### src/rtl/mult_share_arbiter.sv
// mult_share_arbiter
//   One pipelined signed Q1.(BITSIZE-1) multiplier shared by NREQ requesters
//   on the fast system clock. A round-robin arbiter grants one requester per
//   cycle, captures its operands, and the product comes back PIPE cycles later
//   with a one-hot res_valid pulse that identifies its owner.
//
// Optional feature (compile-time macro): MULT_ARB_ROUND_EN
//   Defined   : round half up (add 2^(BITSIZE-2) before the shift).
//   Undefined : plain truncation toward -inf. Latency is the same in both.
//
// Ports
//   clk        system clock, single domain
//   rst        synchronous active-high reset
//   req        per-requester request
//   op_a/op_b  operands, requester i at [i*BITSIZE +: BITSIZE], signed
//   gnt        one-hot 1-cycle pulse: operands of i captured this cycle
//   res_valid  one-hot 1-cycle pulse: result belongs to requester i
//   result     signed product, zero unless res_valid != 0
//   busy       1 while any product is in flight
//
// Handshake: req[i] is held high with stable operands until gnt[i] is seen.
// gnt[i] marks the cycle the operands were taken; a req[i] still high when
// the next clock edge samples it counts as a fresh request. Dropping req[i]
// before gnt[i] withdraws the request with no grant and no result.
module mult_share_arbiter #(
  parameter int BITSIZE = 16,
  parameter int NREQ    = 4,
  parameter int PIPE    = 2
) (
  input  logic                      clk,
  input  logic                      rst,
  input  logic [NREQ-1:0]           req,
  input  logic [NREQ*BITSIZE-1:0]   op_a,
  input  logic [NREQ*BITSIZE-1:0]   op_b,
  output logic [NREQ-1:0]           gnt,
  output logic [NREQ-1:0]           res_valid,
  output logic [BITSIZE-1:0]        result,
  output logic                      busy
);

  localparam int PW = $clog2(NREQ);
  localparam int DW = 2 * BITSIZE;

  // Largest representable positive result, sign-extended to product width.
  localparam logic signed [DW-1:0] MAXQ =
    {{(DW-BITSIZE+1){1'b0}}, {(BITSIZE-1){1'b1}}};

  // ---------------- round-robin arbiter ----------------
  logic [PW-1:0] ptr;
  logic [PW-1:0] cand;
  logic [PW-1:0] win_idx;
  logic          win_valid;

  // Search starts at ptr; the first requester found keeps the win.
  always_comb begin
    win_valid = 1'b0;
    win_idx   = '0;
    cand      = '0;
    for (int k = 0; k < NREQ; k++) begin
      cand = PW'((int'(ptr) + k) % NREQ);
      if (!win_valid && req[cand]) begin
        win_valid = 1'b1;
        win_idx   = cand;
      end
    end
  end

  always_ff @(posedge clk) begin
    if (rst) begin
      ptr <= '0;
      gnt <= '0;
    end else begin
      gnt <= win_valid ? (NREQ'(1) << win_idx) : '0;
      if (win_valid) begin
        ptr <= (win_idx == PW'(NREQ-1)) ? '0 : win_idx + 1'b1;
      end
    end
  end

  // ---------------- stage 0: operand capture ----------------
  logic                      s0_v;
  logic [PW-1:0]             s0_tag;
  logic signed [BITSIZE-1:0] s0_a;
  logic signed [BITSIZE-1:0] s0_b;

  always_ff @(posedge clk) begin
    if (rst) begin
      s0_v   <= 1'b0;
      s0_tag <= '0;
      s0_a   <= '0;
      s0_b   <= '0;
    end else begin
      s0_v <= win_valid;
      if (win_valid) begin
        s0_tag <= win_idx;
        s0_a   <= op_a[int'(win_idx)*BITSIZE +: BITSIZE];
        s0_b   <= op_b[int'(win_idx)*BITSIZE +: BITSIZE];
      end
    end
  end

  logic signed [DW-1:0] m_p;
  assign m_p = s0_a * s0_b;

  // ---------------- product delay line ----------------
  // Stage 0 plus PIPE-1 product stages plus the output register give exactly
  // PIPE cycles from the gnt cycle to the res_valid cycle.
  logic                 last_v;
  logic [PW-1:0]        last_tag;
  logic signed [DW-1:0] last_p;
  logic                 line_busy;

  generate
    if (PIPE > 1) begin : g_line
      logic                 pv   [PIPE-1];
      logic [PW-1:0]        ptag [PIPE-1];
      logic signed [DW-1:0] pp   [PIPE-1];

      always_ff @(posedge clk) begin
        if (rst) begin
          for (int s = 0; s < PIPE-1; s++) begin
            pv[s]   <= 1'b0;
            ptag[s] <= '0;
            pp[s]   <= '0;
          end
        end else begin
          pv[0]   <= s0_v;
          ptag[0] <= s0_tag;
          pp[0]   <= m_p;
          for (int s = 1; s < PIPE-1; s++) begin
            pv[s]   <= pv[s-1];
            ptag[s] <= ptag[s-1];
            pp[s]   <= pp[s-1];
          end
        end
      end

      always_comb begin
        line_busy = 1'b0;
        for (int s = 0; s < PIPE-1; s++) begin
          line_busy = line_busy | pv[s];
        end
      end

      assign last_v   = pv[PIPE-2];
      assign last_tag = ptag[PIPE-2];
      assign last_p   = pp[PIPE-2];
    end else begin : g_direct
      assign line_busy = 1'b0;
      assign last_v    = s0_v;
      assign last_tag  = s0_tag;
      assign last_p    = m_p;
    end
  endgenerate

  assign busy = s0_v | line_busy;

  // ---------------- scale, round, saturate ----------------
  logic signed [DW-1:0] adj_p;
  logic signed [DW-1:0] q;
  logic [BITSIZE-1:0]   scaled;

`ifdef MULT_ARB_ROUND_EN
  localparam logic signed [DW-1:0] HALF =
    {{(DW-BITSIZE+1){1'b0}}, 1'b1, {(BITSIZE-2){1'b0}}};
  assign adj_p = last_p + HALF;
`else
  assign adj_p = last_p;
`endif

  // Only (-1)*(-1) can exceed the positive range; clamp instead of wrapping.
  always_comb begin
    q      = adj_p >>> (BITSIZE-1);
    scaled = (q > MAXQ) ? {1'b0, {(BITSIZE-1){1'b1}}} : q[BITSIZE-1:0];
  end

  always_ff @(posedge clk) begin
    if (rst) begin
      res_valid <= '0;
      result    <= '0;
    end else begin
      res_valid <= last_v ? (NREQ'(1) << last_tag) : '0;
      result    <= last_v ? scaled : '0;
    end
  end

endmodule

### config.mk
export PLATFORM = sky130hd
export DESIGN_NAME = mult_share_arbiter
export DESIGN_NICKNAME = d
export VERILOG_FILES = /design/src/rtl/mult_share_arbiter.sv
export SDC_FILE = /design/constraint.sdc
export NUM_CORES = 1
export LEC_CHECK = 0
export BUFFER_PORTS_ARGS = -buffer_cell sky130_fd_sc_hd__buf_2
export CAP_MARGIN = 0
export CORE_ASPECT_RATIO = 0.75
export CORE_UTILIZATION = 45
export DETAILED_ROUTE_END_ITERATION = 10
export HOLD_SLACK_MARGIN = 0.02
export PLACE_DENSITY = 0.62
export SETUP_SLACK_MARGIN = 0.4
export SLEW_MARGIN = 0
export SYNTH_ARGS = -nofsm -noshare
export SYNTH_HDL_FRONTEND = slang
export SYNTH_SLANG_ARGS = --single-unit
export TNS_END_PERCENT = 10
### constraint.sdc
create_clock -name clk -period 7.1 [get_ports clk]
set_input_delay 1.065 -clock clk [delete_from_list [all_inputs] [get_ports clk]]
set_output_delay 1.065 -clock clk [all_outputs]
set_load 0.005 [all_outputs]
==> qor.yml, run 1 <==
dp_hpwl_um: 26930
diodes: 0
nFillCells: 2672
drt_pass1_iterations: 5
synth-seq-cells: 81
cts.clk_slew.worst_paths_ps: 70
cp-start-kind: "register"
port_buffers: 158
setup_viol: 0
multi_input_area_um2: 9925
r2r_start: "s0_a[4]$_SDFFE_PP0N_"
synthToLayoutAreaGrowth_pct: 12.48
finalHoldViolCount: 0
cp_data_arrival_time_ps: 6630
reg2reg_slack_ps: 690
crit_fanout: 13
grt_util_all_layers_pct: 24.43
dieHeight_um: 148.8
gp_congestion: 0.8823
synth-warning-count: 0
clk_path_buf_depth: 2
antenna_left: 0
yosysUniqueCellTypes: 46
dieArea_um2: 29420
ys.flop_type: "dfxtp_1"
hold_slack_ps: 441.5
die_w_um: 197.7
setup_ws_ps: 689.9
pin_count: 159
hold_buffers: 0
fin_crit_sh_pct: 90.28
avgSynthCellArea_um2: 8.887
cp.required_ps: 7320
core_area_um2: 28120
worst-r2r-cell-count: 19
slew_headroom_pct: 32.66
rows: 53
layout_min_cycle_time_ps: 6410
tightest_slew_ps: 1008
cts_root_buf: "clkbuf_16"
tns_ps: 0
hold_depth: 2
status: "finished, final reports clean"
drt_iter0_drc: 517
r2r-end: "g_line.pp[0][31]$_SDFF_PP0_"
grt_overflow: 0
synth-edff-count: 0
drv_cap: 0
nets: 2061
grt_pass1_wl_um: 55300
vias: 9940
endpoint_kind: "register"
holdPathEnd: "result[5]$_SDFF_PP0_"
initial_core_util_pct: 45.99
hp-start: "g_line.pp[0][20]$_SDFF_PP0_"
wl_per_cell_um: 16.68
cts_sinks: 81
wirelength_um: 32950
synthCells: 1455
ys_seq_area_share_pct: 12.54
slew_viol_final: 0
drc: 0
hold_path_class: "register to register"
grt_max_degree: 67
max_freq_mhz: 156.0
synthesis.area_um2: 12930
rsz0062_at_grt: "false"
async_reset_ff_share_pct: 0
numCtsBuffers: 9
syn-num-nets: 1930
skew_ps: 14.87
antenna_found_initial: 0
layout-drive-gt1-share_pct: 14.90
ff_latch_area_um2: 1632
crit_type: "register to register"
place_ws_ps: 252.9
grt_pass1_vias: 10640
clock_latency_ps: 360
via_per_inst: 5.030
cts-htree-levels: 3
cts_tree: "yes"
stage by stage:
stage               instance area (um^2)  instances  util [%]
global route                       14540       1976     51.73
finish                             14540       1976     51.73
CTS                                14530       1976     51.68
global placement                   14200       1960     50.51
floorplan                          12930       1455         -
detailed placement                 14200       1960     50.51
synthesized netlist by cell type (3+ instances only):
cell type    n  area share (%)
buf_2        6            0.23
and3_1       4            0.19
a311o_1     24             1.9
inv_1      306             8.9
xnor2_1     22             1.5
ha_1        80             7.7
clkbuf_1    59             1.7
a211oi_1    26             1.5
o211ai_1     9            0.52
fa_1       261              40
a21oi_1     48             1.9
nand2b_1     6            0.29
dfxtp_1     81              13
and2_1     123             6.0
a21o_1       7            0.41
nor2_1      65             1.9
nor2b_1     35             1.7
nor3_1       9            0.35
nand2_1    219             6.4
mux2_2      11            0.96
buf_1        4            0.12
mux2i_1      9            0.70
o21ai_0      6            0.23
nand3_1      3            0.12
how the worst max path moves through the flow:
| stage | startpoint | end | slack [ps] | cells after the start |
|---|---|---|---|---|
| CTS | s0_a[15]$_SDFFE_PP0N_ | g_line.pp[0][31]$_SDFF_PP0_ | 440 | 19 |
| global placement | s0_a[15]$_SDFFE_PP0N_ | g_line.pp[0][31]$_SDFF_PP0_ | 340 | 19 |
| detailed placement | s0_a[15]$_SDFFE_PP0N_ | g_line.pp[0][31]$_SDFF_PP0_ | 250 | 19 |
| finish | s0_a[4]$_SDFFE_PP0N_ | g_line.pp[0][31]$_SDFF_PP0_ | 690 | 19 |
| global route | s0_b[1]$_SDFFE_PP0N_ | g_line.pp[0][30]$_SDFF_PP0_ | 400 | 19 |
| floorplan | s0_b[7]$_SDFFE_PP0N_ | g_line.pp[0][20]$_SDFF_PP0_ | 1110 | 23 |
sequential cells by signal, summed over array words and instances (netlist names):
name         flops
s0_b            16
s0_tag           2
g_line.ptag      2
s0_a            16
result          16
gnt              4
ptr              2
res_valid        4
g_line.pp       17
g_line.pv        1
s0_v             1
cell usage in the layout, fill, tap and decap left out, types with 11 or more instances in the layout:
cell type	count
a211oi_1	26
nand2_1	219
buf_4	32
dfxtp_1	73
fa_1	260
nor2b_1	35
buf_2	158
a21oi_1	48
xnor2_1	22
nor2_1	65
and2_1	123
a311o_1	24
inv_1	306
ha_1	80
mux2_2	11
final cells by class:
cell class | instances | share of cell area, %
inverters | 307 | 7.923
well taps | 385 | 3.312
clock buffers | 9 | 1.549
repair buffers | 190 | 7.089
multi-input cells | 997 | 68.24
flip-flops and latches | 81 | 11.22
clock inverters | 7 | 0.6710
worst max-delay path, stage by stage (launching register included):
cell,delay (ps)
dfxtp_1,750
buf_4,250
and2_1,140
fa_1,450
fa_1,540
ha_1,220
fa_1,490
inv_1,60
fa_1,500
fa_1,500
inv_1,40
ha_1,300
a21oi_1,70
o21ai_0,530
nand2_1,210
a311oi_2,500
o2111ai_2,240
a31oi_1,290
o21a_1,150
nor3_1,40
logic make-up (layout without fill, tap and decap cells):
kind of cell | after synthesis | count (layout) | synth area share (%)
DFF | 81 | 81 | 12.54
adders and majority gates | 341 | 341 | 48.15
buffers and inverters | 377 | 513 | 11.03
muxes | 21 | 21 | 1.742
xor gates and xnor gates | 22 | 22 | 1.490
and+or+nand+nor | 475 | 475 | 17.47
AOI/OAI and AO/OA | 138 | 138 | 7.577
repair_timing:
| item | 4_1_cts | 5_1_grt |
|---|---|---|
| buffers inserted | 0 | 0 |
| hold endpoints to repair | 0 | 0 |
| gates resized for setup | 1 | 9 |
| endpoints found under the setup margin | 3 | 9 |
| gates cloned | 0 | 0 |
metal layers:
layer	vias to the layer above	global-route usage, %	wire [um]	part of all wire (%)
met4	0	5.814	775	2.4
met3	54	4.544	2368	7.2
met2	297	39.61	15110	46
met1	4955	33.95	14700	45
li1	4634	-	-	-
met5	-	0	0	0
Power of run 1 is left out: the tool's default activity adds up to more than one toggle a clock period on the data nets, which glitch-free logic cannot reach.
==> run 2: changes to the inputs <==
==> constraint.sdc (replaced) <==
create_clock -name clk -period 6.2 [get_ports clk]
set_input_delay 0.93 -clock clk [delete_from_list [all_inputs] [get_ports clk]]
set_output_delay 0.93 -clock clk [all_outputs]
set_load 0.005 [all_outputs]
==> qor.yml, run 2 (same netlist as run 1, synthesis figures left out) <==
dp_hpwl_um: 26280
layout-drive-gt1-share_pct: 20.21
r2r_start: "s0_a[3]$_SDFFE_PP0N_"
layout_min_cycle_time_ps: 5852
rows: 53
rsz0062_at_grt: "true"
cts_sinks: 81
cts.clk_slew.worst_paths_ps: 70
hp-start: "g_line.pp[0][23]$_SDFF_PP0_"
setup_viol: 0
r2r-end: "g_line.pp[0][29]$_SDFF_PP0_"
cts_root_buf: "clkbuf_16"
port_buffers: 158
top_register: "g_line.pp"
cp-start-kind: "register"
hold_path_class: "register to register"
pin_count: 159
finalHoldViolCount: 0
wirelength_um: 32410
largest_reg_flops: 17
worst-r2r-cell-count: 22
numCtsBuffers: 9
gp_congestion: 0.8568
grt_pass1_vias: 10790
holdPathEnd: "result[8]$_SDFF_PP0_"
nets: 2098
grt_pass1_wl_um: 54700
reg2reg_slack_ps: 350
antenna_left: 0
antenna_found_initial: 0
skew_ps: 16.68
dieArea_um2: 29420
tightest_slew_ps: 1009
cts-htree-levels: 3
drt_pass1_iterations: 5
grt_overflow: 0
wl_per_cell_um: 16.10
tns_ps: 0
clk_path_buf_depth: 2
grt_util_all_layers_pct: 23.97
drv_cap: 0
max_freq_mhz: 170.9
clock_latency_ps: 370
diodes: 0
crit_type: "register to register"
initial_core_util_pct: 45.99
slew_headroom_pct: 32.59
core_area_um2: 28120
die_w_um: 197.7
dieHeight_um: 148.8
drc: 0
grt_max_degree: 60
crit_fanout: 6
slew_viol_final: 0
via_per_inst: 4.971
cts_tree: "yes"
cp.required_ps: 6420
cp_data_arrival_time_ps: 6080
status: "finished, final reports clean"
endpoint_kind: "register"
drt_iter0_drc: 516
synthToLayoutAreaGrowth_pct: 16.87
layout_common_cells: "inv_1, fa_1, nand2_1"
final_common_cell: "inv_1"
nFillCells: 2692
fin_crit_sh_pct: 94.39
hold_depth: 2
vias: 10010
run 2: cell count changes in the layout (fill, tap and decap cells not counted), sizes merged:
| cell | before | now |
|---|---|---|
| inv | 310 | 312 |
| clkbuf | 9 | 10 |
| bufinv | 1 | 0 |
| clkinv | 3 | 2 |
| buf | 190 | 226 |
run 2: per-stage QoR:
| step | instance area (um^2) | instances | hold slack [ps] | setup WS, ps | utilization, % |
|---|---|---|---|---|---|
| after detailed placement | 14310 | 1973 | 429.2 | -4.956 | 50.88 |
| after global routing | 15110 | 2013 | 468.5 | 173.8 | 53.74 |
| final | 15110 | 2013 | 437.4 | 347.6 | 53.74 |
| after global placement | 14310 | 1973 | 425.3 | 75.32 | 50.88 |
| after floorplan | 12940 | 1455 | 416.1 | 406.5 | - |
| after CTS | 14760 | 1991 | 438.1 | 407.8 | 52.50 |
run 2: worst max path at each step:
| stage | start | end | slack (ps) | cells after the start |
|---|---|---|---|---|
| finish | s0_a[3]$_SDFFE_PP0N_ | g_line.pp[0][29]$_SDFF_PP0_ | 350 | 22 |
| global route | s0_a[3]$_SDFFE_PP0N_ | g_line.pp[0][29]$_SDFF_PP0_ | 170 | 22 |
| CTS | s0_b[3]$_SDFFE_PP0N_ | g_line.pp[0][30]$_SDFF_PP0_ | 410 | 18 |
| detailed placement | s0_a[7]$_SDFFE_PP0N_ | g_line.pp[0][30]$_SDFF_PP0_ | -5 | 22 |
| global placement | s0_a[10]$_SDFFE_PP0N_ | g_line.pp[0][31]$_SDFF_PP0_ | 80 | 20 |
| floorplan | s0_b[8]$_SDFFE_PP0N_ | g_line.pp[0][20]$_SDFF_PP0_ | 410 | 23 |
run 2: layer usage:
metal,GRT usage [%],vias up,routed length [um]
met5,0,-,0
met4,6.202,0,517
met3,4.024,33,1519
met2,39.12,266,15330
met1,33.14,4993,15040
li1,-,4714,-
run 2: layout make-up:
type	instances	area [um^2]	share of cell area, %
Clock buffer	9	225.2	1.490
Clock inverter	7	76.32	0.5051
Inverter	307	1152	7.626
Multi-Input combinational cell	997	10140	67.14
Sequential cell	81	1703	11.27
Tap cell	385	481.7	3.188
Timing Repair Buffer	227	1328	8.785
run 2: critical path: stages, from the launching register on:
cell,delay (ps)
dfxtp_4,380
and2_4,160
fa_1,540
inv_2,40
fa_1,540
inv_2,40
fa_1,570
fa_1,440
fa_1,510
inv_1,50
fa_1,520
inv_2,50
ha_4,260
a21oi_4,160
nand2_2,80
a211oi_4,270
a311oi_1,140
buf_4,160
o2111ai_4,270
nand3b_1,170
buf_4,180
xnor2_2,110
nor2_1,50
run 2: timing repair:
item,CTS,global route
resized for setup,54,41
buffers inserted,2,22
setup endpoints to repair,12,12
pin swaps,5,22
hold buffers,0,0
hold endpoints to repair,0,0
Power of run 2 is left out for the same reason.
==> run 3: changes to the inputs <==
--- a/config.mk
+++ b/config.mk
@@ -5,13 +5,14 @@
 export SDC_FILE = /design/constraint.sdc
 export NUM_CORES = 1
 export LEC_CHECK = 0
-export BUFFER_PORTS_ARGS = -buffer_cell sky130_fd_sc_hd__buf_2
 export CAP_MARGIN = 0
 export CORE_ASPECT_RATIO = 0.75
 export CORE_UTILIZATION = 45
 export DETAILED_ROUTE_END_ITERATION = 10
+export DONT_BUFFER_PORTS = 1
 export HOLD_SLACK_MARGIN = 0.02
-export PLACE_DENSITY = 0.62
+export PLACE_DENSITY = 0.58
+export RECOVER_POWER = 50
 export SETUP_SLACK_MARGIN = 0.4
 export SLEW_MARGIN = 0
 export SYNTH_ARGS = -nofsm -noshare
==> qor.yml, run 3 (same netlist as run 1, synthesis figures left out) <==
worst-r2r-cell-count: 20
pin_count: 159
wl_per_cell_um: 17.27
slew_viol_final: 35
failed_checks: "capacitance limit, slew limit"
top_register: "g_line.pp"
diodes: 0
cts_root_buf: "clkbuf_16"
tightest_slew_ps: 2385
crit_fanout: 6
gp_congestion: 0.9083
layout_min_cycle_time_ps: 5873
layout_common_cells: "inv_1, fa_1, nand2_1"
clk_path_buf_depth: 2
cp-start-kind: "register"
cts.clk_slew.worst_paths_ps: 80
grt_overflow: 0
numCtsBuffers: 9
r2r_start: "s0_a[6]$_SDFFE_PP0N_"
hold_slack_ps: 434.0
crit_chain: "buf_12 -> and2_1 -> fa_1 -> inv_1 -> fa_2 -> fa_2 -> fa_1 -> inv_1 -> fa_1 -> fa_1 -> ha_1 -> and3_4 -> and4_4 -> o2111ai_4 -> a311oi_2 -> buf_4 -> o2111ai_4 -> a31oi_4 -> o21a_1 -> nor3_2"
skew_ps: 14.54
rows: 53
cp_top_family: "adder cells"
dieArea_um2: 29420
fin_crit_sh_pct: 94.73
crit_type: "register to register"
port_buffers: 0
critical_path_buf_inv_count: 4
initial_core_util_pct: 45.99
slowest_stage: "fa_2"
max_freq_mhz: 170.3
cp.required_ps: 6450
cts-htree-levels: 3
dieHeight_um: 148.8
antenna_found_initial: 0
crit_path_frequent_cell: "fa_1"
synthToLayoutAreaGrowth_pct: 9.609
largest_reg_flops: 17
nets: 1925
antenna_left: 0
endpoint_kind: "register"
grt_util_all_layers_pct: 23.49
rsz0062_at_grt: "true"
slew_headroom_pct: -59.00
drv_cap: 1
wirelength_um: 31780
hold_path_class: "register to register"
grt_max_degree: 67
dp_hpwl_um: 26290
vias: 9267
clock_latency_ps: 360
status: "finished with violations"
grt_pass1_wl_um: 53050
holdPathEnd: "result[8]$_SDFF_PP0_"
finalHoldViolCount: 0
cp_data_arrival_time_ps: 6130
design_area_um2: 14170
reg2reg_slack_ps: 330
die_w_um: 197.7
cts_sinks: 81
core_area_um2: 28120
via_per_inst: 5.036
hp-start: "g_line.pp[0][23]$_SDFF_PP0_"
grt_pass1_vias: 10030
hold_depth: 2
layout-drive-gt1-share_pct: 9.897
r2r-end: "g_line.pp[0][31]$_SDFF_PP0_"
slowest_delay_ps: 570
drc: 0
cts_tree: "yes"
place_area_um2: 13480
setup_viol: 0
drt_iter0_drc: 462
tns_ps: 0
drt_pass1_iterations: 5
final_common_cell: "inv_1"
-- run 3: cell count changes in the layout (fill, tap and decap cells not counted), moves of 3 or more --
cell	previous run	this run
buf_2	160	0
buf_4	62	46
inv_1	301	306
inv_2	6	1
dfxtp_4	19	15
and2_1	120	123
and2_4	3	0
dfxtp_2	8	11
-- run 3: timing repair --
action	4_1_cts	5_1_grt
hold buffers	0	0
pin swaps	5	13
resized for setup	55	26
setup endpoints to repair	11	14
setup buffers	2	12
-- run 3: how the worst max path moves through the flow --
stage                                from                     endpoint  slack (ps)  cells after the start
floorplan            s0_b[8]$_SDFFE_PP0N_  g_line.pp[0][20]$_SDFF_PP0_         410                     23
global placement     s0_b[5]$_SDFFE_PP0N_  g_line.pp[0][31]$_SDFF_PP0_          80                     21
detailed placement   s0_b[2]$_SDFFE_PP0N_  g_line.pp[0][31]$_SDFF_PP0_         -60                     20
CTS                 s0_a[14]$_SDFFE_PP0N_  g_line.pp[0][20]$_SDFF_PP0_         380                     21
global route         s0_a[4]$_SDFFE_PP0N_  g_line.pp[0][31]$_SDFF_PP0_         130                     20
finish               s0_a[6]$_SDFFE_PP0N_  g_line.pp[0][31]$_SDFF_PP0_         330                     20
-- run 3: tightest hold or removal path, delay by kind of cell, from the launching register on --
family	cells	cell delay (ps)
AND/OR/NAND/NOR	2	110
flip-flops	1	310
-- run 3: layer usage --
| metal | track usage [%] | wire length [um] |
|---|---|---|
| met1 | 33.55 | 15310 |
| met2 | 36.06 | 13800 |
| met3 | 6.466 | 2370 |
| met4 | 4.070 | 301 |
| met5 | 0 | 0 |
-- run 3: per-stage QoR --
step	std cells	util, %	setup WS (ps)
floorplan	1455	-	406.5
finish	1840	50.40	326.7
CTS	1828	49.65	379.2
detailed placement	1810	47.93	-57.00
global route	1840	50.40	133.6
global placement	1810	47.93	78.23
-- run 3: cell type report --
type	instances	area, um^2
Clock buffer	9	225.2
Clock inverter	7	81.33
Fill cell	2708	13940
Inverter	307	1152
Multi-Input combinational cell	997	10090
Sequential cell	81	1692
Tap cell	385	481.7
Timing Repair Buffer	54	446.7
Power of run 3 is left out for the same reason.
